### src/rtl/mips_pkg.sv
// Shared encodings for the multicycle MIPS-I controller: FSM states, opcode/funct
// fields, ALU operation codes and datapath mux selects.
package mips_pkg;

  typedef enum logic [3:0] {
    FETCH  = 4'd0,
    DECODE = 4'd1,
    MEMADR = 4'd2,
    MEMRD  = 4'd3,
    MEMWB  = 4'd4,
    MEMWR  = 4'd5,
    EXEC   = 4'd6,
    ALUWB  = 4'd7,
    BRANCH = 4'd8,
    ADDIEX = 4'd9,
    ADDIWB = 4'd10,
    JUMP   = 4'd11
  } state_e;

  localparam logic [5:0] OP_RTYPE = 6'b000000;
  localparam logic [5:0] OP_LW    = 6'b100011;
  localparam logic [5:0] OP_SW    = 6'b101011;
  localparam logic [5:0] OP_BEQ   = 6'b000100;
  localparam logic [5:0] OP_BNE   = 6'b000101;
  localparam logic [5:0] OP_ADDI  = 6'b001000;
  localparam logic [5:0] OP_J     = 6'b000010;

  localparam logic [5:0] FUNCT_ADD = 6'b100000;
  localparam logic [5:0] FUNCT_SUB = 6'b100010;
  localparam logic [5:0] FUNCT_AND = 6'b100100;
  localparam logic [5:0] FUNCT_OR  = 6'b100101;
  localparam logic [5:0] FUNCT_SLT = 6'b101010;

  localparam logic [1:0] ALUOP_ADD   = 2'b00;
  localparam logic [1:0] ALUOP_SUB   = 2'b01;
  localparam logic [1:0] ALUOP_FUNCT = 2'b10;

  localparam logic [2:0] ALU_AND = 3'b000;
  localparam logic [2:0] ALU_OR  = 3'b001;
  localparam logic [2:0] ALU_ADD = 3'b010;
  localparam logic [2:0] ALU_SUB = 3'b110;
  localparam logic [2:0] ALU_SLT = 3'b111;

  localparam logic [1:0] SRCB_REGB  = 2'b00;
  localparam logic [1:0] SRCB_FOUR  = 2'b01;
  localparam logic [1:0] SRCB_IMM   = 2'b10;
  localparam logic [1:0] SRCB_IMMSH = 2'b11;

  localparam logic [1:0] PCSRC_ALU    = 2'b00;
  localparam logic [1:0] PCSRC_ALUOUT = 2'b01;
  localparam logic [1:0] PCSRC_JUMP   = 2'b10;

endpackage

### src/rtl/alu_decoder.sv
// Maps the FSM's aluop plus the R-type funct field onto the 3-bit ALU operation.
module alu_decoder
  import mips_pkg::*;
(
  input  logic [1:0] aluop_i,
  input  logic [5:0] funct_i,
  output logic [2:0] alucontrol_o
);

  always_comb begin
    alucontrol_o = ALU_ADD;
    case (aluop_i)
      ALUOP_ADD: alucontrol_o = ALU_ADD;
      ALUOP_SUB: alucontrol_o = ALU_SUB;
      ALUOP_FUNCT: begin
        case (funct_i)
          FUNCT_ADD: alucontrol_o = ALU_ADD;
          FUNCT_SUB: alucontrol_o = ALU_SUB;
          FUNCT_AND: alucontrol_o = ALU_AND;
          FUNCT_OR:  alucontrol_o = ALU_OR;
          FUNCT_SLT: alucontrol_o = ALU_SLT;
          default:   alucontrol_o = ALU_ADD;
        endcase
      end
      default: alucontrol_o = ALU_ADD;
    endcase
  end

endmodule

### src/rtl/mc_control_fsm.sv
// Multicycle MIPS-I main controller: one state per datapath step, Moore-style outputs.
// Define BNE_SUPPORT_EN to decode bne (opcode 000101) as an inverted-sense branch.
module mc_control_fsm
  import mips_pkg::*;
(
  input  logic       clk,
  input  logic       rst_n,
  input  logic [5:0] opcode,
  input  logic [5:0] funct,
  input  logic       zero,
  output logic       iord,
  output logic       alusrca,
  output logic [1:0] alusrcb,
  output logic [1:0] pcsrc,
  output logic       irwrite,
  output logic       memwrite,
  output logic       regwrite,
  output logic       regdst,
  output logic       memtoreg,
  output logic       pc_en,
  output logic [2:0] alucontrol,
  output logic [3:0] state
);

  state_e     state_q, state_d;
  logic       pcwrite, branch;
  logic       irwrite_raw, memwrite_raw, regwrite_raw;
  logic [1:0] aluop;
  logic       branch_cond;

  // NOTE: sequential state uses non-blocking assignment so every register samples
  // pre-edge values; blocking here would create order-dependent simulation races.
  always_ff @(posedge clk or negedge rst_n) begin
    if (!rst_n) state_q <= FETCH;
    else        state_q <= state_d;
  end

  // NOTE: every combinational output gets a default before the case so no path
  // leaves it unassigned, which would otherwise infer a latch.
  always_comb begin
    state_d = FETCH;
    case (state_q)
      FETCH: state_d = DECODE;
      DECODE: begin
        case (opcode)
          OP_LW, OP_SW: state_d = MEMADR;
          OP_RTYPE:     state_d = EXEC;
          OP_BEQ:       state_d = BRANCH;
`ifdef BNE_SUPPORT_EN
          OP_BNE:       state_d = BRANCH;
`endif
          OP_ADDI:      state_d = ADDIEX;
          OP_J:         state_d = JUMP;
          default:      state_d = FETCH;
        endcase
      end
      MEMADR: begin
        if (opcode == OP_SW)      state_d = MEMWR;
        else if (opcode == OP_LW) state_d = MEMRD;
        else                      state_d = FETCH;
      end
      MEMRD:   state_d = MEMWB;
      EXEC:    state_d = ALUWB;
      ADDIEX:  state_d = ADDIWB;
      default: state_d = FETCH;
    endcase
  end

  always_comb begin
    iord         = 1'b0;
    alusrca      = 1'b0;
    alusrcb      = SRCB_REGB;
    pcsrc        = PCSRC_ALU;
    irwrite_raw  = 1'b0;
    memwrite_raw = 1'b0;
    regwrite_raw = 1'b0;
    regdst       = 1'b0;
    memtoreg     = 1'b0;
    pcwrite      = 1'b0;
    branch       = 1'b0;
    aluop        = ALUOP_ADD;
    case (state_q)
      FETCH: begin
        irwrite_raw = 1'b1;
        pcwrite     = 1'b1;
        alusrcb     = SRCB_FOUR;
      end
      DECODE: alusrcb = SRCB_IMMSH;
      MEMADR, ADDIEX: begin
        alusrca = 1'b1;
        alusrcb = SRCB_IMM;
      end
      MEMRD: iord = 1'b1;
      MEMWB: begin
        regwrite_raw = 1'b1;
        memtoreg     = 1'b1;
      end
      MEMWR: begin
        iord         = 1'b1;
        memwrite_raw = 1'b1;
      end
      EXEC: begin
        alusrca = 1'b1;
        aluop   = ALUOP_FUNCT;
      end
      ALUWB: begin
        regwrite_raw = 1'b1;
        regdst       = 1'b1;
      end
      ADDIWB: regwrite_raw = 1'b1;
      BRANCH: begin
        alusrca = 1'b1;
        aluop   = ALUOP_SUB;
        pcsrc   = PCSRC_ALUOUT;
        branch  = 1'b1;
      end
      JUMP: begin
        pcsrc   = PCSRC_JUMP;
        pcwrite = 1'b1;
      end
      default: ;
    endcase
  end

`ifdef BNE_SUPPORT_EN
  assign branch_cond = zero ^ (opcode == OP_BNE);
`else
  assign branch_cond = zero;
`endif

  // Write enables are gated by rst_n so nothing commits while reset is held,
  // even though the state register already presents FETCH.
  assign irwrite  = irwrite_raw  & rst_n;
  assign memwrite = memwrite_raw & rst_n;
  assign regwrite = regwrite_raw & rst_n;
  assign pc_en    = (pcwrite | (branch & branch_cond)) & rst_n;
  assign state    = state_q;

  alu_decoder u_alu_decoder (
    .aluop_i      (aluop),
    .funct_i      (funct),
    .alucontrol_o (alucontrol)
  );

endmodule

### config.mk
export PLATFORM = sky130hd
export DESIGN_NAME = mc_control_fsm
export DESIGN_NICKNAME = d
export VERILOG_FILES = /design/src/rtl/mips_pkg.sv /design/src/rtl/alu_decoder.sv /design/src/rtl/mc_control_fsm.sv
export SDC_FILE = /design/constraint.sdc
export NUM_CORES = 1
export LEC_CHECK = 0
export ABC_AREA = 0
export BUFFER_PORTS_ARGS = -buffer_cell sky130_fd_sc_hd__buf_4
export CORE_AREA = 3 3 40 42
export CTS_BUF_LIST = sky130_fd_sc_hd__clkbuf_16
export CTS_CLUSTER_SIZE = 12
export DETAILED_ROUTE_END_ITERATION = 10
export DIE_AREA = 0 0 43 45
export PLACE_DENSITY_LB_ADDON = 0.1
export SLEW_MARGIN = 10
export SYNTH_ARGS = -nofsm -noshare
export SYNTH_HDL_FRONTEND = slang
export SYNTH_SLANG_ARGS = --single-unit
### constraint.sdc
create_clock -name clk -period 4.53 [get_ports clk]
set_input_delay 0.2265 -clock clk [delete_from_list [all_inputs] [get_ports clk]]
set_output_delay 0.2265 -clock clk [all_outputs]
set_load 0.02 [all_outputs]
==> flow_summary.toml, run 1 <==
[power_and_ir_drop]
ir_drop_mv = 0.302
seqPwrFrac_pct = 19.2
p_clk_share_pct = 36.1
internal-power_w = 0.000237
swShare_pct = 38.0
power_leakage_nw = 0.455
p_per_area_nw_per_um2 = 426
switchingPower_w = 0.000145
combPwrFrac_pct = 44.6

[timing]
worst_slew_pin_slew_ns = 0.464
setup_viol = 0
slew_violations = 0
slew-limit-headroom_pct = 69.1
fmax_mhz = 447
setup_tns_ns = 0
fin_skew_ns = 0.000544
whs_ns = 0.271
rsz0062_at_grt = "false"
finalHoldViolCount = 0
fin_crit_sh_pct = 49.4
layout_min_cycle_time_ns = 2.24

[drt]
drt.antenna.violating_nets = 0
route.met2.wl_um = 862
drtIter0Drc = 25
wl_per_cell_um = 13.2
routed_wl_mm = 1.65
maxUsedRoutingLayer = "met4"
drt-met1-wl_um = 682
remaining_drc_errors = 0
vias = 664
routed-wl-met3_um = 85
dr.pass1.iters = 4
vias_per_cell = 5.31

[setup_path]
start_kind = "flip-flop"
crit_path_end_kind = "output pin"
path_delay_family = "simple AND/OR/NAND/NOR gates"
crit_type = "reg -> out"
cp_slowest_cell = "dfrtp_1"
crit_chain = "and2b_1, nand2_1, ha_1, nand3b_1, o22ai_1, buf_4"
worstPathMaxFanout = 15
worstPathRequired_ns = 4.30
critPathArrivalTime_ns = 2.01
worst-path-buf-inv = 1
slowest_delay_ns = 0.53

[placement]
io_buffers = 33
dp_hpwl_mm = 1.22
gp_congestion = 0.757

[layout]
fillers = 120
area_growth_pct = 54.0
largest_reg_flops = 4
layout-drive-gt1-share_pct = 39.1
mostFrequentLayoutCells = "buf_4 (33), nand2_1 (8), inv_1 (6), and3_1 (6)"
final_common_cell = "buf_4"
final_nets = 129
num_antenna_cells = 0

[synthesis]
synth_cell_types = 36
synth-edff-count = 0
synthTopCellsByArea = "dfrtp_1 (17%), and3_1 (6.5%), nand2_1 (5.2%), xor2_1 (4.5%), ha_1 (4.3%)"
ys.flop_type = "dfrtp_1"
ys_seq_area_share_pct = 17.2
syn_area_um2 = 582
syn_nets = 94
yosysTopAreaCell = "dfrtp_1"
yosysWarningCount = 0
avgSynthCellArea_um2 = 7.56
yosysTopAreaCellShare_pct = 17.2
async_flop_share_pct = 100
syn_inst = 77
synth_seq_cells = 4

[clock_network]
cts_inserted_buffers = 3
clk_latency_ns = 0.22
cts_setup_buffers = 0
cts_sinks = 4
postCtsHoldBufs = 1
ctsHtreeMaxLevel = 1
root_buffer = "clkbuf_16"
clockBufferDepth = 2
path_clk_slew_ns = 0.03
cts_tree = "done"
cts_resized = 0

[die]
core-area_um2 = 1280
rows = 13
fp.dieW_um = 43
initial_core_util_pct = 45.3
io_pins = 34
die_area_um2 = 1940
die_y_um = 45

[global_route]
gr-total-overflow = 0
grt_pass1_vias = 663
grt_first_pass_wirelength_mm = 2.88
grt_max_degree = 16
antenna_found_initial = 0
grt_use_total_pct = 19.8

[job]
cap_violations = 0

[run_status]
status = "complete, no violations"

[hold_path]
hold_path_class = "in -> reg"
[through the flow]
step                util [%]  cell area, um2  worst slack (ns)  total power [W]  cells
global route            69.7             896              2.16         0.000409    125
global placement        63.1             811              2.60         0.000244    121
finish                  69.7             896              2.29         0.000382    125
CTS                     69.7             896              2.30         0.000385    125
floorplan                  -             582              2.55         0.000181     77
detailed placement      63.1             811              2.54         0.000244    121
[final timing paths]
| path | startpoint | end | slack, ns | cells past startpoint |
|---|---|---|---|---|
| max | state[2] | alucontrol[2] | 2.29 | 6 |
| min | opcode[3] | state[1] | 0.27 | 2 |
| max reg2reg | state[0] | state[0] | 3.20 | 3 |
| min reg2reg | state[3] | state[0] | 0.76 | 1 |
| max in group asynchronous | rst_n | state[0] | 4.06 | 2 |
| min in group asynchronous | rst_n | state[2] | 0.36 | 2 |
[metal layers]
metal / up-vias / global-route usage [%]
met1: 295 / 23.9
li1: 343 / -
met2: 24 / 33.2
met4: 0 / 11.4
met3: 2 / 3.59
met5: - / 0
[cell usage after synthesis (2+ instances only)]
cell type,n
and3_1,6
nor2_1,4
buf_4,2
nand2_1,8
o21ai_1,3
inv_1,6
nor2_2,3
nand3_1,2
a21oi_1,3
and2b_1,3
nand2b_1,2
xor2_1,3
dfrtp_1,4
nor3_1,3
ha_1,2
buf_6,2
o21ai_0,2
[power groups by stage]
| stage | Combinational, W | Clock, W | Sequential (W) |
|---|---|---|---|
| after floorplan | 0.000119 | 0 | 0.0000615 |
| after global placement | 0.000170 | 0 | 0.0000735 |
| after detailed placement | 0.000171 | 0 | 0.0000734 |
| after CTS | 0.000172 | 0.000140 | 0.0000731 |
| after global routing | 0.000189 | 0.000144 | 0.0000762 |
| final | 0.000170 | 0.000138 | 0.0000735 |
[cell type report]
| cell class | count | area [um2] | share of cell area [%] |
|---|---|---|---|
| Multi-Input combinational cell | 63 | 422 | 47.1 |
| Tap cell | 15 | 18.8 | 2.09 |
| Clock buffer | 3 | 75.1 | 8.38 |
| Inverter | 6 | 22.5 | 2.51 |
| Timing Repair Buffer | 34 | 258 | 28.8 |
| Sequential cell | 4 | 100 | 11.2 |
[logic make-up (layout without fill, tap and decap cells)]
| logic type | count (synthesis) | count (layout) | share of synthesized area (%) |
|---|---|---|---|
| AOI/OAI and AO/OA | 18 | 18 | 20.9 |
| xor gates and xnor gates | 3 | 3 | 4.52 |
| adders and majority gates | 2 | 2 | 4.30 |
| buffers and inverters | 10 | 43 | 10.3 |
| DFF | 4 | 4 | 17.2 |
| and+or+nand+nor | 40 | 40 | 42.8 |
Power figures use the tool's default switching activity.
==> inputs of run 2 (changes only) <==
--- a/config.mk
+++ b/config.mk
@@ -7,11 +7,11 @@
 export LEC_CHECK = 0
 export ABC_AREA = 0
 export BUFFER_PORTS_ARGS = -buffer_cell sky130_fd_sc_hd__buf_4
-export CORE_AREA = 3 3 40 42
+export CORE_MARGIN = 3
+export CORE_UTILIZATION = 42
 export CTS_BUF_LIST = sky130_fd_sc_hd__clkbuf_16
 export CTS_CLUSTER_SIZE = 12
 export DETAILED_ROUTE_END_ITERATION = 10
-export DIE_AREA = 0 0 43 45
 export PLACE_DENSITY_LB_ADDON = 0.1
 export SLEW_MARGIN = 10
 export SYNTH_ARGS = -nofsm -noshare
==> constraint.sdc (replaced) <==
create_clock -name clk -period 2.2 [get_ports clk]
set_input_delay 0.11 -clock clk [delete_from_list [all_inputs] [get_ports clk]]
set_output_delay 0.11 -clock clk [all_outputs]
set_load 0.02 [all_outputs]
==> run 2 against run 1 <==
Against the previous run:
- final cell count did not move
- count of clock-buffer cells in the layout did not move
- wire length fell by 3.9%
- critical path depth did not move
- global-route usage fell by 2.3 points
- critical path type unchanged
- critical endpoint unchanged
- largest cell class unchanged
==> flow_summary.toml, run 2 (synthesis results as in run 1) <==
[clock_network]
cts_sinks = 4
clockBufferDepth = 2
clk_latency_ns = 0.23
root_buffer = "clkbuf_16"
path_clk_slew_ns = 0.03
cts_inserted_buffers = 3
cts_tree = "done"
ctsHtreeMaxLevel = 1

[die]
die_area_um2 = 1870
rows = 12
initial_core_util_pct = 48.4
die_y_um = 43.2
fp.dieW_um = 43.2
io_pins = 34
core-area_um2 = 1200

[placement]
dp_hpwl_mm = 1.21
dp_slack_ns = 0.407
io_buffers = 33
gp_congestion = 0.869
dp.cells = 121

[timing]
worst_slew_pin_slew_ns = 0.457
rsz0062_at_grt = "false"
slew-limit-headroom_pct = 69.5
setup_tns_ns = 0
worst_slack_ns = 0.159
layout_min_cycle_time_ns = 2.04
fin_skew_ns = 0.000844
finalHoldViolCount = 0
fmax_mhz = 490
fin_crit_sh_pct = 92.8
slew_violations = 0
setup_viol = 0

[power_and_ir_drop]
internal-power_w = 0.000490
seqPwrFrac_pct = 17.7
combPwrFrac_pct = 46.1
power_leakage_nw = 0.461
swShare_pct = 38.0
p_per_area_nw_per_um2 = 876
switchingPower_w = 0.000300
ir_drop_mv = 0.697
p_clk_share_pct = 36.2

[setup_path]
startpoint = "state[1]"
start_kind = "flip-flop"
critPathArrivalTime_ns = 1.93
crit_type = "reg -> out"
rr_startpoint = "state[1]"
worstPathMaxFanout = 14
crit_path_end_kind = "output pin"
worstPathRequired_ns = 2.09

[job]
cap_violations = 0

[drt]
vias_per_cell = 5.31
drt.antenna.violating_nets = 0
remaining_drc_errors = 0
drtIter0Drc = 9
wl_per_cell_um = 12.7
routed_wl_mm = 1.58
vias = 664
dr.pass1.iters = 4

[layout]
final_common_cell = "buf_4"
final_cells = 125
final_nets = 130
layout-drive-gt1-share_pct = 39.6
largest_reg_flops = 4
mostFrequentLayoutCells = "buf_4 (34), nand2_1 (8), inv_1 (6), and3_1 (6)"
utilization_pct = 75.1
num_antenna_cells = 0
area_growth_pct = 55.1

[global_route]
grt_pass1_vias = 564
gr-total-overflow = 0
grt_first_pass_wirelength_mm = 2.48
antenna_found_initial = 0
grt_max_degree = 15
grt_use_total_pct = 17.5

[run_status]
status = "complete, no violations"

[hold_path]
hold_path_class = "in -> reg"
worst_hold_startpoint = "opcode[3]"
-- run 2: worst max-delay path, stage by stage (launching register included) --
cell and delay (ns):
dfrtp_1 0.53, nor2_2 0.24, nand2_1 0.09, ha_1 0.32
nand3b_1 0.21, o22ai_1 0.14, buf_4 0.16
-- run 2: path summary, 6_finish.rpt --
path,to,slack (ns),cells after the start
hold / removal,state[1],0.16,2
min in group asynchronous,state[2],0.23,2
setup reg to reg,state[1],0.86,3
max in group asynchronous,state[1],1.85,2
setup / recovery,alucontrol[2],0.16,6
hold reg to reg,state[3],0.69,3
-- run 2: power by group through the flow --
stage / registers [W] / clock network (W) / logic (W)
after floorplan: 0.000127 / 0 / 0.000245
after global placement: 0.000135 / 0 / 0.000364
after detailed placement: 0.000140 / 0 / 0.000364
after CTS: 0.000138 / 0.000290 / 0.000366
after global routing: 0.000145 / 0.000299 / 0.000394
final: 0.000140 / 0.000286 / 0.000365
-- run 2: layout make-up --
class / count / area [um2]
Multi-Input combinational cell: 63 / 422
Fill cell: 100 / 299
Timing Repair Buffer: 35 / 265
Sequential cell: 4 / 100
Clock buffer: 3 / 75.1
Inverter: 6 / 22.5
Tap cell: 14 / 17.5
-- run 2: timing repair --
| item | CTS | global route |
|---|---|---|
| endpoints found under the hold margin | 4 | 0 |
| setup buffers | 0 | 0 |
| resized for setup | 0 | 0 |
| hold buffers | 1 | 0 |
-- run 2: stage by stage --
stage          cell area, um2  power (W)  hold WS, ns
6_report                  902   0.000791        0.164
5_1_grt                   902   0.000838        0.192
4_1_cts                   902   0.000794        0.165
3_5_place_dp              817   0.000504      -0.0776
3_3_place_gp              817   0.000499      -0.0767
2_1_floorplan             582   0.000372       -0.186
-- run 2: metal layers --
layer  share of wire, %  vias to the layer above  global-route usage (%)  wire length (um)
met5                  0                        -                       0                 0
met4                1.3                        0                    7.23                20
met3                8.7                        3                    4.24               138
met2                 43                       31                    24.5               681
met1                 47                      282                    25.0               742
li1                   -                      348                       -                 -
